`src/rtl/demux_pkg.sv`:
```
// Shared helpers for the registered demultiplexer: selector width, flat-bus slicing,
// and the default width of the per-channel delivery counters.
package demux_pkg;

  localparam int CONT_BITS_DEF = 8;

  function automatic int sel_bits(input int n);
    return (n > 1) ? $clog2(n) : 1;
  endfunction

  function automatic int slice_lo(input int k, input int w);
    return k * w;
  endfunction

endpackage

```
`src/rtl/demux_canal.sv`:
```
// One output channel: single-entry holding register with valid flag, load-over-drain priority,
// and (with DEMUX_REG_CONTADORES_EN) a saturating delivery counter.
module demux_canal #(
  parameter int DATA_BITS = 4,
  parameter int CONT_BITS = 8
) (
  input  logic                 clk,
  input  logic                 reset,
  input  logic                 carga,
  input  logic [DATA_BITS-1:0] dato,
  input  logic                 ready,
  output logic [DATA_BITS-1:0] salida,
  output logic                 valid
`ifdef DEMUX_REG_CONTADORES_EN
  , output logic [CONT_BITS-1:0] contador
`endif
);

  logic [DATA_BITS-1:0] dato_p1;
  logic                 vld_p1;
  logic                 entrega;

  assign entrega = vld_p1 && ready;

  // Stage p1: holding register; a load wins over a drain so a draining channel refills in place
  always_ff @(posedge clk) begin
    if (reset) begin
      dato_p1 <= '0;
      vld_p1  <= 1'b0;
    end else if (carga) begin
      dato_p1 <= dato;
      vld_p1  <= 1'b1;
    end else if (entrega) begin
      vld_p1  <= 1'b0;
    end
  end

  assign salida = vld_p1 ? dato_p1 : '0;
  assign valid  = vld_p1;

`ifdef DEMUX_REG_CONTADORES_EN
  logic [CONT_BITS-1:0] cnt_p1;

  always_ff @(posedge clk) begin
    if (reset) begin
      cnt_p1 <= '0;
    end else if (entrega && (cnt_p1 != {CONT_BITS{1'b1}})) begin
      cnt_p1 <= cnt_p1 + 1'b1;
    end
  end

  assign contador = cnt_p1;
`endif

endmodule

```
`src/rtl/demux_reg.sv`:
```
// Registered N-way demultiplexer with per-channel valid/ready backpressure.
// Optional per-channel delivery counters enabled by DEMUX_REG_CONTADORES_EN.
module demux_reg
  import demux_pkg::*;
#(
  parameter  int DATA_BITS   = 4,
  parameter  int NUM_SALIDAS = 4,
  parameter  int CONT_BITS   = CONT_BITS_DEF,
  localparam int SEL_BITS    = sel_bits(NUM_SALIDAS)
) (
  input  logic                             clk,
  input  logic                             reset,
  input  logic                             enb,
  input  logic [DATA_BITS-1:0]             entrada,
  input  logic                             valid_entrada,
  input  logic [SEL_BITS-1:0]              selector,
  output logic                             ready_entrada,
  output logic [NUM_SALIDAS*DATA_BITS-1:0] salida,
  output logic [NUM_SALIDAS-1:0]           valid_salida,
  input  logic [NUM_SALIDAS-1:0]           ready_salida,
  output logic                             error_selector
`ifdef DEMUX_REG_CONTADORES_EN
  , output logic [NUM_SALIDAS*CONT_BITS-1:0] contadores
`endif
);

  localparam logic [SEL_BITS:0] NUM_S = NUM_SALIDAS[SEL_BITS:0];

  logic                   sel_ok;
  logic                   canal_lleno;
  logic                   acepta;
  logic [NUM_SALIDAS-1:0] carga;
  logic                   err_p1;

  assign sel_ok = ({1'b0, selector} < NUM_S);

  // Only the addressed channel can block the input; stalls elsewhere are invisible here
  always_comb begin
    canal_lleno = 1'b0;
    carga       = '0;
    for (int k = 0; k < NUM_SALIDAS; k++) begin
      if (sel_ok && (selector == SEL_BITS'(k))) begin
        canal_lleno = valid_salida[k] && !ready_salida[k];
        carga[k]    = acepta;
      end
    end
  end

  assign ready_entrada = enb && !canal_lleno;
  assign acepta        = valid_entrada && ready_entrada;

  // Stage p1: out-of-range words are swallowed and flagged for one cycle
  always_ff @(posedge clk) begin
    if (reset) begin
      err_p1 <= 1'b0;
    end else begin
      err_p1 <= acepta && !sel_ok;
    end
  end

  assign error_selector = err_p1;

  for (genvar k = 0; k < NUM_SALIDAS; k++) begin : g_canal
    demux_canal #(
      .DATA_BITS (DATA_BITS),
      .CONT_BITS (CONT_BITS)
    ) u_canal (
      .clk      (clk),
      .reset    (reset),
      .carga    (carga[k]),
      .dato     (entrada),
      .ready    (ready_salida[k]),
      .salida   (salida[slice_lo(k, DATA_BITS) +: DATA_BITS]),
      .valid    (valid_salida[k])
`ifdef DEMUX_REG_CONTADORES_EN
      , .contador (contadores[slice_lo(k, CONT_BITS) +: CONT_BITS])
`endif
    );
  end

endmodule

```
`config.mk`:
```
export PLATFORM = sky130hd
export DESIGN_NAME = demux_reg
export DESIGN_NICKNAME = d
export VERILOG_FILES = /design/src/rtl/demux_pkg.sv /design/src/rtl/demux_canal.sv /design/src/rtl/demux_reg.sv
export SDC_FILE = /design/constraint.sdc
export NUM_CORES = 1
export LEC_CHECK = 0
export ABC_AREA = 1
export CORE_MARGIN = 5
export CORE_UTILIZATION = 42
export DETAILED_ROUTE_END_ITERATION = 10
export GPL_TIMING_DRIVEN = 1
export PLACE_DENSITY_LB_ADDON = 0.3
export SKIP_CTS_REPAIR_TIMING = 1
export SLEW_MARGIN = 20
export SYNTH_ARGS = -nofsm -noshare
export SYNTH_HDL_FRONTEND = slang
export SYNTH_HIERARCHICAL = 1
export SYNTH_SLANG_ARGS = --single-unit
```
`constraint.sdc`:
```
create_clock -name clk -period 2 [get_ports clk]
set_clock_uncertainty 0.2 [all_clocks]
set_input_delay 0.5 -clock clk [delete_from_list [all_inputs] [get_ports clk]]
set_output_delay 0.5 -clock clk [all_outputs]
set_load 0.02 [all_outputs]
```
==> results of run 1 <==
[per-layer routing]
metal,routed length (um),up-vias,track usage,part of all wire
li1,-,526,-,-
met1,1150,456,0.198,0.44
met2,1190,41,0.252,0.45
met3,216,5,0.0385,0.083
met4,55,0,0.116,0.021
met5,0,-,0,0
[kinds of logic after synthesis]
| family | share of synthesized area |
|---|---|
| buffers and inverters | 0.151 |
| other | 0.00396 |
| and+or+nand+nor | 0.300 |
| AOI/OAI and AO/OA | 0.122 |
| DFF | 0.423 |
[power groups by stage]
stage,sequential (mW),clock [mW],combinational [mW]
detailed placement,0.427,0,0.100
global route,0.419,0.265,0.118
global placement,0.426,0,0.0979
finish,0.418,0.241,0.108
floorplan,0.429,0,0.0381
CTS,0.418,0.247,0.101
[critical path, stage by stage]
cell	delay, ns
clkdlybuf4s50_1	0.46
inv_1	0.05
nor2_2	0.12
and2_2	0.15
buf_4	0.13
[synthesized netlist by cell type, drive strengths merged]
master,number
and2,1
o21ai,16
nand2,26
conb,1
nand3,1
nor2,43
a21oi,4
buf,1
nor3,1
inv,36
dfxtp,20
[flip-flops by register name, indices dropped and copies added (netlist names)]
name	cells
g_canal.u_canal/dato_p1	16
g_canal.u_canal/valid	4
[path summary, 6_finish.rpt]
path,start,endpoint,slack (ns),depth (start not counted)
worst max-delay path,enb,ready_entrada,-0.11,5
worst min register to register,g_canal[3].u_canal/dato_p1[3],g_canal[3].u_canal/dato_p1[3],0.31,2
worst max register to register,g_canal[3].u_canal/valid,g_canal[2].u_canal/dato_p1[1],0.33,9
worst min-delay path,ready_salida[0],g_canal[0].u_canal/valid,0.28,4
[final cells by class]
class	count	area [um2]	area share
tap	28	35.0	0.0229
clock buffer	4	36.3	0.0238
multi-input combinational	93	458	0.300
sequential	20	400	0.262
inverter	36	135	0.0885
timing repair buffer	42	463	0.303
[metrics by stage]
stage | std cells | hold WS, ns
floorplan | 150 | 0.263
global placement | 220 | 0.279
detailed placement | 220 | 0.285
CTS | 224 | 0.314
global route | 223 | 0.303
finish | 223 | 0.279
==> impl_metrics.env, run 1 <==
export IMPL_power_share_clock=0.314
export IMPL_fillCellCount=189
export IMPL_hold_path_class="input port to register"
export IMPL_violations="setup timing"
export IMPL_synth_seq_cells=20
export IMPL_gp_congestion=0.759
export IMPL_fmax_mhz=474
export IMPL_synth_area_top_cells="dfxtp_1 42%, nor2_1 17%, inv_1 13%"
export IMPL_clkSinkCount=20
export IMPL_p_int_mw=0.571
export IMPL_drive_gt1_frac=0.174
export IMPL_initial_utilization=0.432
export IMPL_htree_levels=1
export IMPL_grt_start_max_net_pins=12
export IMPL_final_common_cell="nor2_1"
export IMPL_min_period_over_period=1.06
export IMPL_avgSynthCellArea_um2=6.31
export IMPL_slew_viol_final=0
export IMPL_via_per_inst=4.61
export IMPL_place_area_mm2=0.00138
export IMPL_dr_pass1_iters=4
export IMPL_hpwl_um=1930
export IMPL_core_area_mm2=0.00219
export IMPL_clock_latency_ns=0.30
export IMPL_pwr_share_comb=0.141
export IMPL_power_density_mw_per_mm2=502
export IMPL_critPathKind="input port to output port"
export IMPL_max_vdd_ir_drop_v=0.000387
export IMPL_period_needed_ns=2.11
export IMPL_synth_top_area_share=0.423
export IMPL_swShare=0.256
export IMPL_startpoint_type="input port"
export IMPL_io_buffers=34
export IMPL_drt_wl_total_um=2610
export IMPL_arrival_ns=1.41
export IMPL_end_kind="output port"
export IMPL_cts_buffers=3
export IMPL_pre_cts_slack_ns=-0.779
export IMPL_final_util=0.697
export IMPL_ios=36
export IMPL_power_mw=0.767
export IMPL_synthCells=150
export IMPL_area_delta_synth_final_pct=61.5
export IMPL_finalSetupViolCount=1
export IMPL_p_leak_nw=1.17
export IMPL_grt_usage=0.164
export IMPL_antenna_found_initial=0
export IMPL_synth_net_count=164
export IMPL_cp_max_fo=2
export IMPL_ys_warn_count=6
export IMPL_rsz0062_at_grt="yes"
export IMPL_ys_types=13
export IMPL_wl_per_cell_um=11.7
export IMPL_yosysSeqAreaShare=0.423
export IMPL_final_cell_mix="35 x nor2_1, 32 x inv_1, 26 x dlymetal6s2s_1"
export IMPL_seq_power_share=0.545
export IMPL_clock_path_buffers=2
export IMPL_yosysTopAreaCell="dfxtp_1"
export IMPL_postLayoutSetupSlackWorst_ns=-0.110
export IMPL_drv_cap=0
export IMPL_die_height_um=57.5
export IMPL_rows=17
export IMPL_grt_pass1_vias=992
export IMPL_overflow=0
export IMPL_final_nets=210
export IMPL_worstPathRequired_ns=1.30
export IMPL_grt_pass1_wl_um=4160
export IMPL_fin_setup_tns_ns=-0.110
export IMPL_vias=1028
export IMPL_clk_pin_slew_ns=0.12
export IMPL_diodes=0
export IMPL_drt_iter0_drc=25
export IMPL_status="finished, violations left"
export IMPL_drc=0
export IMPL_syn_area_um2=946
export IMPL_fin_area_mm2=0.00153
export IMPL_finalHoldViolations=0
export IMPL_die_x_um=57.5
export IMPL_ant_nets=0
export IMPL_dieArea_mm2=0.00330
export IMPL_cts_tree="yes"
export IMPL_root_buffer="clkbuf_4"
export IMPL_netSwitchingPower_mw=0.196
Note: power is estimated with default switching activity, not from simulation.
==> inputs of run 2 (changes only) <==
Settings changed: RECOVER_POWER from default to 25.
==> run 2 against run 1 <==
Against the previous run: routed wire length is essentially flat; final cell count unchanged; count of clock-buffer cells in the layout stayed put; global-route usage stayed put; worst setup slack got worse by 0.0012 ns; register-to-register slack barely moved; power fell by 0.95%; critical path depth stayed put; hold slack gained 0.0027 ns; sequential share of layout area increased by 0.86 points; critical path type unchanged; the run still ends with setup timing left; combinational power fell by 6%.
==> impl_metrics.env, run 2 (synthesis results as in run 1) <==
export IMPL_power_share_clock=0.316
export IMPL_period_needed_ns=2.11
export IMPL_crit_buf_inv=3
export IMPL_via_per_inst=4.63
export IMPL_crit_chain="clkdlybuf4s50_1 > inv_1 > nor2_2 > and2_2 > buf_4"
export IMPL_dr_pass1_iters=4
export IMPL_overflow=0
export IMPL_grt_usage=0.164
export IMPL_clock_latency_ns=0.30
export IMPL_die_height_um=57.5
export IMPL_crit_slowest_cell="clkdlybuf4s50_1"
export IMPL_fmax_mhz=474
export IMPL_initial_utilization=0.432
export IMPL_root_buffer="clkbuf_4"
export IMPL_rsz0062_at_grt="yes"
export IMPL_io_buffers=34
export IMPL_cpLargestDelayFamily="buffers and inverters"
export IMPL_fillCellCount=195
export IMPL_arrival_ns=1.41
export IMPL_swShare=0.252
export IMPL_grt_pass1_vias=992
export IMPL_netSwitchingPower_mw=0.191
export IMPL_clock_path_buffers=2
export IMPL_min_period_over_period=1.06
export IMPL_clkSinkCount=20
export IMPL_cp_max_fo=2
export IMPL_fin_cells=223
export IMPL_hold_path_class="input port to register"
export IMPL_drt_iter0_drc=26
export IMPL_htree_levels=1
export IMPL_ant_nets=0
export IMPL_wl_per_cell_um=11.7
export IMPL_drv_cap=0
export IMPL_violations="setup timing"
export IMPL_dr_max_layer_used="met4"
export IMPL_drt_wl_total_um=2610
export IMPL_critPathKind="input port to output port"
export IMPL_drc=0
export IMPL_wl_met1_um=1170
export IMPL_grt_pass1_wl_um=4160
export IMPL_antenna_found_initial=0
export IMPL_startpoint_type="input port"
export IMPL_grt_start_max_net_pins=12
export IMPL_clk_pin_slew_ns=0.11
export IMPL_diodes=0
export IMPL_rows=17
export IMPL_pwr_share_comb=0.135
export IMPL_drive_gt1_frac=0.154
export IMPL_finalHoldViolations=0
export IMPL_seq_power_share=0.550
export IMPL_hpwl_um=1930
export IMPL_core_area_mm2=0.00219
export IMPL_p_int_mw=0.568
export IMPL_slew_viol_final=0
export IMPL_cts_tree="yes"
export IMPL_final_nets=210
export IMPL_cts_buffers=3
export IMPL_gp_congestion=0.759
export IMPL_fin_setup_tns_ns=-0.112
export IMPL_slowest_delay_ns=0.46
export IMPL_largest_reg_flops=16
export IMPL_vias=1033
export IMPL_area_delta_synth_final_pct=56.3
export IMPL_power_density_mw_per_mm2=514
export IMPL_wl_met2_um=1180
export IMPL_die_x_um=57.5
export IMPL_finalSetupViolCount=1
export IMPL_final_common_cell="nor2_1"
export IMPL_dieArea_mm2=0.00330
export IMPL_fin_area_mm2=0.00148
export IMPL_worstPathRequired_ns=1.30
export IMPL_final_cell_mix="38 x nor2_1, 33 x inv_1, 24 x nand2_1"
export IMPL_ios=36
export IMPL_met3WireLength_um=210
export IMPL_p_leak_nw=1.11
export IMPL_postLayoutSetupSlackWorst_ns=-0.112
export IMPL_max_vdd_ir_drop_v=0.000386
export IMPL_placed_cells=220
export IMPL_top_register="g_canal.u_canal/dato_p1"
export IMPL_place_area_mm2=0.00138
export IMPL_status="finished, violations left"
export IMPL_end_kind="output port"
[run 2: cell types whose count changed in the layout (fill, tap and decap cells not counted), sizes merged]
cell,before,now
clkbuf,4,7
dlymetal6s2s,26,23
[run 2: final cells by class]
class / count / area, um2 / area share
well taps: 28 / 35.0 / 0.0237
inverters: 36 / 135 / 0.0914
flip-flops and latches: 20 / 400 / 0.271
repair buffers: 42 / 437 / 0.295
multi-input cells: 93 / 435 / 0.294
clock buffers: 4 / 36.3 / 0.0245
[run 2: worst register-to-register path, stage by stage (launching register included)]
cell and delay (ns):
dfxtp_1 0.35, inv_1 0.06, nor3_2 0.22, nor2_2 0.06, buf_4 0.14, nand3_4 0.10
nor2_1 0.08, buf_4 0.14, o21ai_0 0.17, nor2_1 0.06
[run 2: layer usage]
metal | up-vias | track usage
li1 | 529 | -
met1 | 454 | 0.198
met2 | 45 | 0.252
met3 | 5 | 0.0385
met4 | 0 | 0.116
met5 | - | 0
[run 2: path summary, 6_finish.rpt]
path | startpoint | to | slack (ns) | cells past startpoint
max | enb | ready_entrada | -0.11 | 5
min reg2reg | g_canal[3].u_canal/dato_p1[3] | g_canal[3].u_canal/dato_p1[3] | 0.31 | 2
min | ready_salida[0] | g_canal[0].u_canal/valid | 0.28 | 4
max reg2reg | g_canal[3].u_canal/valid | g_canal[2].u_canal/dato_p1[1] | 0.33 | 9
[run 2: power by group through the flow]
stage	Combinational, mW	Clock (mW)	Sequential (mW)
6_report	0.102	0.240	0.418
2_1_floorplan	0.0381	0	0.429
3_3_place_gp	0.0979	0	0.426
5_1_grt	0.113	0.265	0.419
4_1_cts	0.101	0.247	0.418
3_5_place_dp	0.100	0	0.427
[run 2: per-stage QoR]
| step | utilization | setup WS, ns | hold WS (ns) | total power [mW] |
|---|---|---|---|---|
| 6_report | 0.675 | -0.112 | 0.282 | 0.760 |
| 5_1_grt | 0.675 | -0.174 | 0.303 | 0.797 |
| 4_1_cts | 0.647 | -0.787 | 0.314 | 0.765 |
| 3_5_place_dp | 0.630 | -0.779 | 0.285 | 0.527 |
| 3_3_place_gp | 0.630 | -0.727 | 0.279 | 0.524 |
| 2_1_floorplan | - | 0.277 | 0.263 | 0.467 |
